[src/rtl/sram_pp_pkg.sv]
// Shared types and defaults for the SRAM ping-pong frame controller.
// Half-state encodings and the half-depth derivation live here.
package sram_pp_pkg;

  typedef enum logic [1:0] {
    HS_EMPTY = 2'd0,
    HS_FILL  = 2'd1,
    HS_FULL  = 2'd2,
    HS_DRAIN = 2'd3
  } half_st_e;

  localparam int ADDR_W_DEF = 6;

  function automatic int half_depth(input int aw);
    return 1 << (aw - 1);
  endfunction

  localparam int HALF_DEPTH_DEF = half_depth(ADDR_W_DEF);

endpackage

[src/rtl/sram_pp_rd_pipe.sv]
// Read side of the ping-pong controller: issue decision, QB valid/last
// registers and stall hold. SRAM_PP_REVERSE_READ_EN reverses frame order.
module sram_pp_rd_pipe
  import sram_pp_pkg::*;
#(
  parameter int ADDR_W     = ADDR_W_DEF,
  parameter int HALF_DEPTH = half_depth(ADDR_W)
) (
  input  logic              CLK,
  input  logic              RST_N,
  input  logic [1:0]        half_rdy,
  input  logic              out_ready,
  output logic              rd_fire,
  output logic              rd_half,
  output logic              rd_done,
  output logic              sram_cenb,
  output logic [ADDR_W-1:0] sram_ab,
  output logic              out_valid,
  output logic              out_last
);

  localparam int CW = ADDR_W - 1;
  localparam logic [CW-1:0] LAST = CW'(HALF_DEPTH - 1);

  logic [CW-1:0] rd_cnt;
  logic [CW-1:0] rd_addr;

  // QB only advances when the current word is gone or leaving now
  assign rd_fire = half_rdy[rd_half] && (!out_valid || out_ready);
  assign rd_done = rd_fire && (rd_cnt == LAST);

`ifdef SRAM_PP_REVERSE_READ_EN
  assign rd_addr = LAST - rd_cnt;
`else
  assign rd_addr = rd_cnt;
`endif

  assign sram_cenb = !rd_fire;
  assign sram_ab   = rd_fire ? {rd_half, rd_addr} : '0;

  always_ff @(posedge CLK or negedge RST_N) begin
    if (!RST_N) begin
      rd_cnt  <= '0;
      rd_half <= 1'b0;
    end else if (rd_fire) begin
      if (rd_done) begin
        rd_cnt  <= '0;
        rd_half <= !rd_half;
      end else begin
        rd_cnt  <= rd_cnt + 1'b1;
      end
    end
  end

  always_ff @(posedge CLK or negedge RST_N) begin
    if (!RST_N) begin
      out_valid <= 1'b0;
      out_last  <= 1'b0;
    end else if (rd_fire) begin
      out_valid <= 1'b1;
      out_last  <= (rd_cnt == LAST);
    end else if (out_ready) begin
      out_valid <= 1'b0;
      out_last  <= 1'b0;
    end
  end

endmodule

[src/rtl/sram_pingpong_ctrl.sv]
// Ping-pong sequencer for a 2-half dual-port SRAM frame buffer.
// Optional macro SRAM_PP_REVERSE_READ_EN reads each frame backwards.
module sram_pingpong_ctrl
  import sram_pp_pkg::*;
#(
  parameter int ADDR_W     = ADDR_W_DEF,
  parameter int HALF_DEPTH = half_depth(ADDR_W)
) (
  input  logic              CLK,
  input  logic              RST_N,
  input  logic              in_valid,
  output logic              in_ready,
  output logic              out_valid,
  input  logic              out_ready,
  output logic              out_last,
  output logic              sram_cena,
  output logic [ADDR_W-1:0] sram_aa,
  output logic              sram_cenb,
  output logic [ADDR_W-1:0] sram_ab,
  output logic [1:0]        half_full
);

  localparam int CW = ADDR_W - 1;
  localparam logic [CW-1:0] LAST = CW'(HALF_DEPTH - 1);

  half_st_e      st_q [2];
  half_st_e      st_d [2];
  logic          live;
  logic          wr_half;
  logic [CW-1:0] wr_cnt;
  logic          wr_fire;
  logic          wr_done;
  logic          rd_fire;
  logic          rd_half;
  logic          rd_done;

  // live keeps in_ready low while reset is held
  always_ff @(posedge CLK or negedge RST_N) begin
    if (!RST_N) begin
      st_q[0] <= HS_EMPTY;
      st_q[1] <= HS_EMPTY;
      live    <= 1'b0;
      wr_half <= 1'b0;
      wr_cnt  <= '0;
    end else begin
      st_q[0] <= st_d[0];
      st_q[1] <= st_d[1];
      live    <= 1'b1;
      if (wr_fire) begin
        if (wr_done) begin
          wr_cnt  <= '0;
          wr_half <= !wr_half;
        end else begin
          wr_cnt  <= wr_cnt + 1'b1;
        end
      end
    end
  end

  always_comb begin
    for (int h = 0; h < 2; h++) begin
      st_d[h] = st_q[h];
      if (wr_fire && wr_half == 1'(h))
        st_d[h] = wr_done ? HS_FULL : HS_FILL;
      if (rd_fire && rd_half == 1'(h))
        st_d[h] = rd_done ? HS_EMPTY : HS_DRAIN;
    end
  end

  always_comb begin
    for (int h = 0; h < 2; h++)
      half_full[h] = (st_q[h] == HS_FULL) || (st_q[h] == HS_DRAIN);
    in_ready  = live && ((st_q[wr_half] == HS_EMPTY) ||
                         (st_q[wr_half] == HS_FILL));
    wr_fire   = in_valid && in_ready;
    wr_done   = wr_fire && (wr_cnt == LAST);
    sram_cena = !wr_fire;
    sram_aa   = wr_fire ? {wr_half, wr_cnt} : '0;
  end

  sram_pp_rd_pipe #(
    .ADDR_W     (ADDR_W),
    .HALF_DEPTH (HALF_DEPTH)
  ) u_rd (
    .CLK       (CLK),
    .RST_N     (RST_N),
    .half_rdy  (half_full),
    .out_ready (out_ready),
    .rd_fire   (rd_fire),
    .rd_half   (rd_half),
    .rd_done   (rd_done),
    .sram_cenb (sram_cenb),
    .sram_ab   (sram_ab),
    .out_valid (out_valid),
    .out_last  (out_last)
  );

`ifndef SYNTHESIS
  a_no_collide: assert property (@(posedge CLK) disable iff (!RST_N)
    !(wr_fire && rd_fire && (wr_half == rd_half)));
`endif

endmodule

[config.mk]
export PLATFORM = sky130hd
export DESIGN_NAME = sram_pingpong_ctrl
export DESIGN_NICKNAME = d
export VERILOG_FILES = /design/src/rtl/sram_pp_pkg.sv /design/src/rtl/sram_pp_rd_pipe.sv /design/src/rtl/sram_pingpong_ctrl.sv
export SDC_FILE = /design/constraint.sdc
export NUM_CORES = 1
export LEC_CHECK = 0
export BUFFER_PORTS_ARGS = -buffer_cell sky130_fd_sc_hd__buf_2
export CAP_MARGIN = 10
export CORE_MARGIN = 5
export CORE_UTILIZATION = 40
export CTS_BUF_LIST = sky130_fd_sc_hd__clkbuf_2
export CTS_CLUSTER_DIAMETER = 100
export CTS_CLUSTER_SIZE = 10
export DETAILED_ROUTE_END_ITERATION = 10
export GPL_TIMING_DRIVEN = 0
export PLACE_DENSITY = 0.69
export SYNTH_ARGS = -nofsm -noshare
export SYNTH_HDL_FRONTEND = slang
export SYNTH_SLANG_ARGS = --single-unit
[constraint.sdc]
create_clock -name CLK -period 1.71 [get_ports CLK]
set_clock_uncertainty 0.05 [all_clocks]
set_input_delay 0.342 -clock CLK [delete_from_list [all_inputs] [get_ports CLK]]
set_output_delay 0.342 -clock CLK [all_outputs]
set_load 0.1 [all_outputs]
; Yosys cells after proc, flatten, opt, wreduce, memory -nomap -nowiden
; Cells that the tools add are included.
; W data, S select, Z words.
[word_totals]
register_bits = 19
ram_bits = 0
output_inout_bits = 19
n_memories = 0
latchBits = 0
mem_bits_ro = 0
[op_classes]
eq_ne = 7
add_sub_neg = 2
n_div = 0
n_mul = 0
n_lt_le_gt_ge = 2
bitwise_logic = 3
n_reduce_logical = 24
n_shift = 0
muxes = 18
[ops]
columns = op, n
row1 = $mux W2, 9
row2 = $mux W6, 2
row3 = $add A5 B1 Y5 const B, 2
row4 = $eq A5 B5 Y1 const B, 2
row5 = $mux W5, 2
row6 = $logic_and A1 B1 Y1, 9
row7 = $eq A2 B2 Y1 const B, 4
row8 = $reduce_bool A2 Y1, 3
row9 = $logic_not A1 Y1, 5
row10 = $mux W1, 5
row11 = $logic_or A1 B1 Y1, 4
row12 = $reduce_and A2 Y1, 2
row13 = $eq A2 B1 Y1 const B, 1
row14 = $ge A2 B2 Y1 const B, 1
row15 = $logic_not A2 Y1, 1
row16 = $lt A1 B2 Y1 const B, 1
row17 = $not A1 Y1, 2
row18 = $not A1 Y2, 1

; Depth between registers and ports, before layout
[logic_depth]
depth_word = 12
depth_mapped = 7
ltp_nobuf = 6

; By module
; From an unflattened synthesis, not the netlist that was laid out.
[hier_totals]
hier_cells = 102
area_unflattened_um2 = 1012.2
[by_module_without_submodules]
columns = mod, area_per_inst_um2, cells_per_inst, n_inst
row1 = sram_pingpong_ctrl, 543.0, 57, 1
row2 = sram_pp_rd_pipe, 469.2, 45, 1

; Worst setup path after synthesis
; OpenSTA, ideal clock, no wires.
[synth_timing]
kind = reg-to-output
from = reg u_rd.out_valid
to = out sram_ab[2]
path_buffers = 1
stages_incl_launch_ff = 4
path_slack_ns = -1.951
t_arrival_ns = 3.269
path_cell_list = dfrtp_1 -> nor2b_1 -> buf_2 -> nor3_1
[synth_between]
elab_chain_len = 4
[synth_rtl]
columns = element, line_no
row1 = from (decl), sram_pp_rd_pipe.sv:18  ; output logic out_valid,
row2 = from (signal assigned), sram_pp_rd_pipe.sv:57  ; out_valid <= 1'b0;
row3 = from (signal assigned), sram_pp_rd_pipe.sv:60  ; out_valid <= 1'b1;
row4 = from (signal assigned), sram_pp_rd_pipe.sv:63  ; out_valid <= 1'b0;
row5 = $logic_not A1 Y1, sram_pp_rd_pipe.sv:29  ; assign rd_fire = half_rdy[rd_half] && (!out_valid || out_ready);
row6 = $logic_or A1 B1 Y1, sram_pp_rd_pipe.sv:29
row7 = $logic_and A1 B1 Y1, sram_pp_rd_pipe.sv:29
row8 = $mux W6, sram_pp_rd_pipe.sv:39  ; assign sram_ab = rd_fire ? {rd_half, rd_addr} : '0;
row9 = to (decl), sram_pingpong_ctrl.sv:19  ; output logic [ADDR_W-1:0] sram_ab,
; No other way between the ends.

; Final worst setup path
[layout_timing]
from = reg st_q[1] (netlist name)
to = out sram_ab[0]
[layout_between]
elab_chain_len = 6
word_cells_on_any_way = 7
classes_between = eq/ne (2) / mux (3) / reduce/logical (2)
[layout_rtl]
columns = element, line_no
row1 = from (decl), sram_pingpong_ctrl.sv:26  ; half_st_e st_q [2];
row2 = $eq A2 B2 Y1, sram_pingpong_ctrl.sv:72  ; half_full[h] = (st_q[h] == HS_FULL) || (st_q[h] == HS_DRAIN);
row3 = $logic_or A1 B1 Y1 *, sram_pingpong_ctrl.sv:72
row4 = $mux W1 (implied by the code) * (2 in series), sram_pp_rd_pipe.sv:29
row5 = $logic_and A1 B1 Y1 *, sram_pp_rd_pipe.sv:29
row6 = $mux W6 *, sram_pp_rd_pipe.sv:39
; Every way passes the cells marked *; elsewhere a longest branch is shown, timed or not. The select of a mux whose other input is x is not followed.

==> flow_results.org <==
** Run status
- The flow ran to the end, but the final reports show violations.
- Failing checks :: setup timing

** CTS
- Clock tree from TritonCTS :: done
- Clock tree synthesis selected as its root buffer the cell sky130_fd_sc_hd__clkbuf_2.
- In this run the number of H-tree levels came out at 1.
- The tree built by TritonCTS fans out to 17 sinks.
- Buffers inserted during clock tree synthesis total 3.
- The later pin in the worst-skew pair is clocked with a latency of 290 ps.
- The longest clock path from root to sink contains 2 buffers.
- Clock-pin slew was measured on the worst setup and hold paths at 170 ps.

** Cells and area
- Summing all flip-flop and latch instances after layout gives 433 µm².
- Antenna diode count :: 0
- Summing all multi-input logic gate instances after layout gives 597 µm².
- Count of fill cells added during filler insertion :: 140
- Synth-to-Final Area Change :: 78.5%
- Of the cells placed in the final design, the portion with a size suffix greater than 1 is 54.7%.
- Net total in the final layout :: 170

** GRT
- GRT Resource Usage Total :: 15.5%
- Initial antenna violation count :: 0
- Wire length of the first global-routing pass :: 4250 µm
- After global routing the overflow that remains totals 0.
- Entering global routing, the biggest net connects 18 pins.
- The number of global-route vias before repair came to 971.

** Worst hold path
- Hold crit path type :: in -> reg
- Worst hold stages :: 2
- The startpoint identified for the worst hold timing path is out_ready.
- Terminating pin of the worst hold path :: u_rd.out_last

** Yosys
- Yosys mapped the design onto 34 distinct sky130hd cell types.
- Synth async-reset ratio :: 100%
- Synthesis inferred 17 register bits.
- Dividing the synthesized area by the synthesized cell count gives 9.09 µm².
- Net count after synthesis :: 116
- The synthesized design contains 0 enable-type register cells.
- Summing every instance area after synthesis gives 982 µm².
- Counting every instance in the synthesized netlist gives 108.
- For this run, the register share of the synthesized area comes to 43.3%.
- In the synthesized netlist the dominant register cell turns out to be sky130_fd_sc_hd__dfrtp_1.
- The Yosys step of the flow raised 0 warnings.

** Floorplan
- The die is 59.6 µm tall.
- The floorplan has 18 rows.
- Once the floorplan was initialized, standard cells occupied 40.8% of the core.
- Ports placed on the boundary :: 23
- Placeable core area :: 0.00241 mm²
- Die width :: 59.6 µm
- Die Footprint :: 0.00355 mm²

** Power and ir drop
- Power density relative to cell area :: 1850 mW/mm²
- Leak :: 0.810 nW
- Worst vdd rail ir drop :: 1110 µV

** Worst setup path
- At the worst endpoint, the required time is 1320 ps.
- Register-to-register path setup slack :: 90 ps
- Kind of start point of the critical path :: flip-flop
- The worst setup path is captured at an output pin.
- Worst reg2reg startpoint :: wr_cnt[0]
- The number of cells on the worst reg-to-reg path is 5.
- WS Path Type :: reg -> out
- Crit path max fanout :: 6
- Data arrives at the worst endpoint at 1560 ps.
- Endpoint of the most critical register-to-register path :: wr_cnt[3]

** STA
- Accumulated negative setup slack :: -3070 ps
- Across all setup checks in the final design, the least slack found is -243 ps.
- Setup repair after global routing missed its margin :: true
- Fin. Hold Viols :: 0
- Minimum hold slack :: 240 ps
- Maximum clock rate :: 512 MHz
- Setup violations remaining at the end of the flow were counted as 15.
- The max-slew violation count is 0.
- After layout, the worst path uses 114% of the clock period.
- After layout, the minimum clock period comes to 1950 ps.

** Route
- Number of vias per cell :: 5.21
- Number of vias in the routed layout :: 995
- First-pass detailed-route iteration total :: 4
- In this run, the number of DRC markers left after iteration 0 of detailed routing was 42.
- Post-detailed-route DRC marker count :: 0
- In this run the remaining antenna-violating nets after routing total 0.
- After detailed routing, the average wire length per cell comes to 14.7 µm.
- Wire length after detailed routing :: 2810 µm

** Placed design
- Routability-driven placement congestion ratio :: 0.753
- Placed wire-length estimate :: 1560 µm
- Count of buffers inserted at the top-level ports :: 22

** Job
- Across the run, the number of max-cap violations was 0.
-- cell type report --
cell class	count	area share [%]
clock buffers	3	0.857
flip-flops and latches	17	24.7
repair buffers	54	34.4
inverters	9	2.07
multi-input cells	74	34.0
clock inverters	1	0.286
plain buffers	3	1.50
well taps	30	2.14
-- cells in the final DEF (no fill, tap or decap), types with 2 or more instances in the layout --
| cell type | netlist | final |
|---|---|---|
| sky130_fd_sc_hd__nand3_1 | 4 | 4 |
| sky130_fd_sc_hd__a2bb2oi_1 | 4 | 4 |
| sky130_fd_sc_hd__buf_12 | 0 | 16 |
| sky130_fd_sc_hd__and2_4 | 0 | 9 |
| sky130_fd_sc_hd__o21ai_0 | 8 | 8 |
| sky130_fd_sc_hd__o31ai_1 | 2 | 2 |
| sky130_fd_sc_hd__nor2_1 | 6 | 4 |
| sky130_fd_sc_hd__buf_6 | 0 | 4 |
| sky130_fd_sc_hd__nor3_4 | 0 | 2 |
| sky130_fd_sc_hd__nor2_4 | 1 | 3 |
| sky130_fd_sc_hd__dfrtp_1 | 17 | 13 |
| sky130_fd_sc_hd__inv_1 | 8 | 7 |
| sky130_fd_sc_hd__buf_2 | 3 | 5 |
| sky130_fd_sc_hd__nand2_1 | 8 | 8 |
| sky130_fd_sc_hd__ha_2 | 0 | 2 |
| sky130_fd_sc_hd__buf_4 | 1 | 30 |
| sky130_fd_sc_hd__a21oi_1 | 3 | 3 |
| sky130_fd_sc_hd__clkbuf_2 | 0 | 3 |
| sky130_fd_sc_hd__or4_1 | 2 | 2 |
| sky130_fd_sc_hd__dfrtp_2 | 0 | 3 |
-- routing by layer --
layer / share of wire [%] / vias up / routed length (µm) / global-route usage [%]
li1: - / 479 / - / -
met1: 44 / 495 / 1230 / 19.6
met2: 52 / 19 / 1470 / 27.3
met3: 3.0 / 2 / 83 / 2.18
met4: 0.68 / 0 / 19 / 4.75
met5: 0 / - / 0 / 0
-- per-stage QoR --
step / utilization (%) / setup WS [ps] / power [mW] / instance area [µm²] / std cells
global route: 72.7 / -310 / 3.43 / 1750 / 191
floorplan: - / -412 / 2.01 / 1050 / 108
finish: 72.7 / -243 / 3.24 / 1750 / 191
detailed placement: 49.7 / -309 / 2.24 / 1200 / 160
global placement: 49.7 / -294 / 2.21 / 1200 / 160
CTS: 67.2 / -290 / 3.01 / 1620 / 180
-- sequential cells by signal, summed over array words and instances (netlist names) --
name	cells
live	1
st_q	2
u_rd.out_last	1
u_rd.out_valid	1
u_rd.rd_addr	5
u_rd.rd_half	1
wr_cnt	5
wr_half	1
-- cells in the mapped netlist, types with 3 or more instances --
cell	n	area share (%)
sky130_fd_sc_hd__o21ai_0	8	4.1
sky130_fd_sc_hd__a21oi_1	3	1.5
sky130_fd_sc_hd__a2bb2oi_1	4	3.6
sky130_fd_sc_hd__inv_1	8	3.1
sky130_fd_sc_hd__nand2_1	8	3.1
sky130_fd_sc_hd__clkbuf_1	4	1.5
sky130_fd_sc_hd__ha_1	4	5.1
sky130_fd_sc_hd__nand3_1	4	2.0
sky130_fd_sc_hd__nor3_1	3	1.5
sky130_fd_sc_hd__and2_1	10	6.4
sky130_fd_sc_hd__nor2_1	6	2.3
sky130_fd_sc_hd__buf_2	3	1.5
sky130_fd_sc_hd__dfrtp_1	17	43
-- power by group --
| group | switching (mW) | internal (mW) |
|---|---|---|
| sequential | 0.145 | 0.559 |
| combinational | 1.36 | 1.00 |
| clock | 0.125 | 0.0530 |
| total | 1.63 | 1.62 |
-- cells by family after synthesis --
logic type | after synthesis | share of synthesized area [%]
fa+ha+maj | 4 | 5.10
flops | 17 | 43.3
compound gates | 24 | 16.4
buf+inv | 17 | 7.26
simple gates | 41 | 22.8
mux | 4 | 4.71
other cells | 1 | 0.382
-- worst max path at each step --
stage                         startpoint         end  slack [ps]
after global routing             st_q[1]  sram_ab[0]        -310
after global placement           st_q[1]  sram_ab[0]        -290
after floorplan           u_rd.out_valid  sram_ab[2]        -410
after CTS                        st_q[3]  sram_aa[4]        -290
after detailed placement         st_q[1]  sram_ab[1]        -310
final                            st_q[1]  sram_ab[0]        -240
-- repair_timing --
action,CTS,global route
setup buffers,19,12
resized for setup,78,11
hold buffers,1,0
hold endpoints to repair,17,0
pin swaps,9,9
cloned,0,0
endpoints found under the setup margin,20,22
-- worst max-delay path, stage by stage, from the launching register on --
cell and delay [ps]:
sky130_fd_sc_hd__dfrtp_2 470, sky130_fd_sc_hd__buf_6 130, sky130_fd_sc_hd__mux2i_4 240, sky130_fd_sc_hd__nor2_4 110, sky130_fd_sc_hd__and2_4 160, sky130_fd_sc_hd__buf_12 160
(Power assumes the default switching activity.)
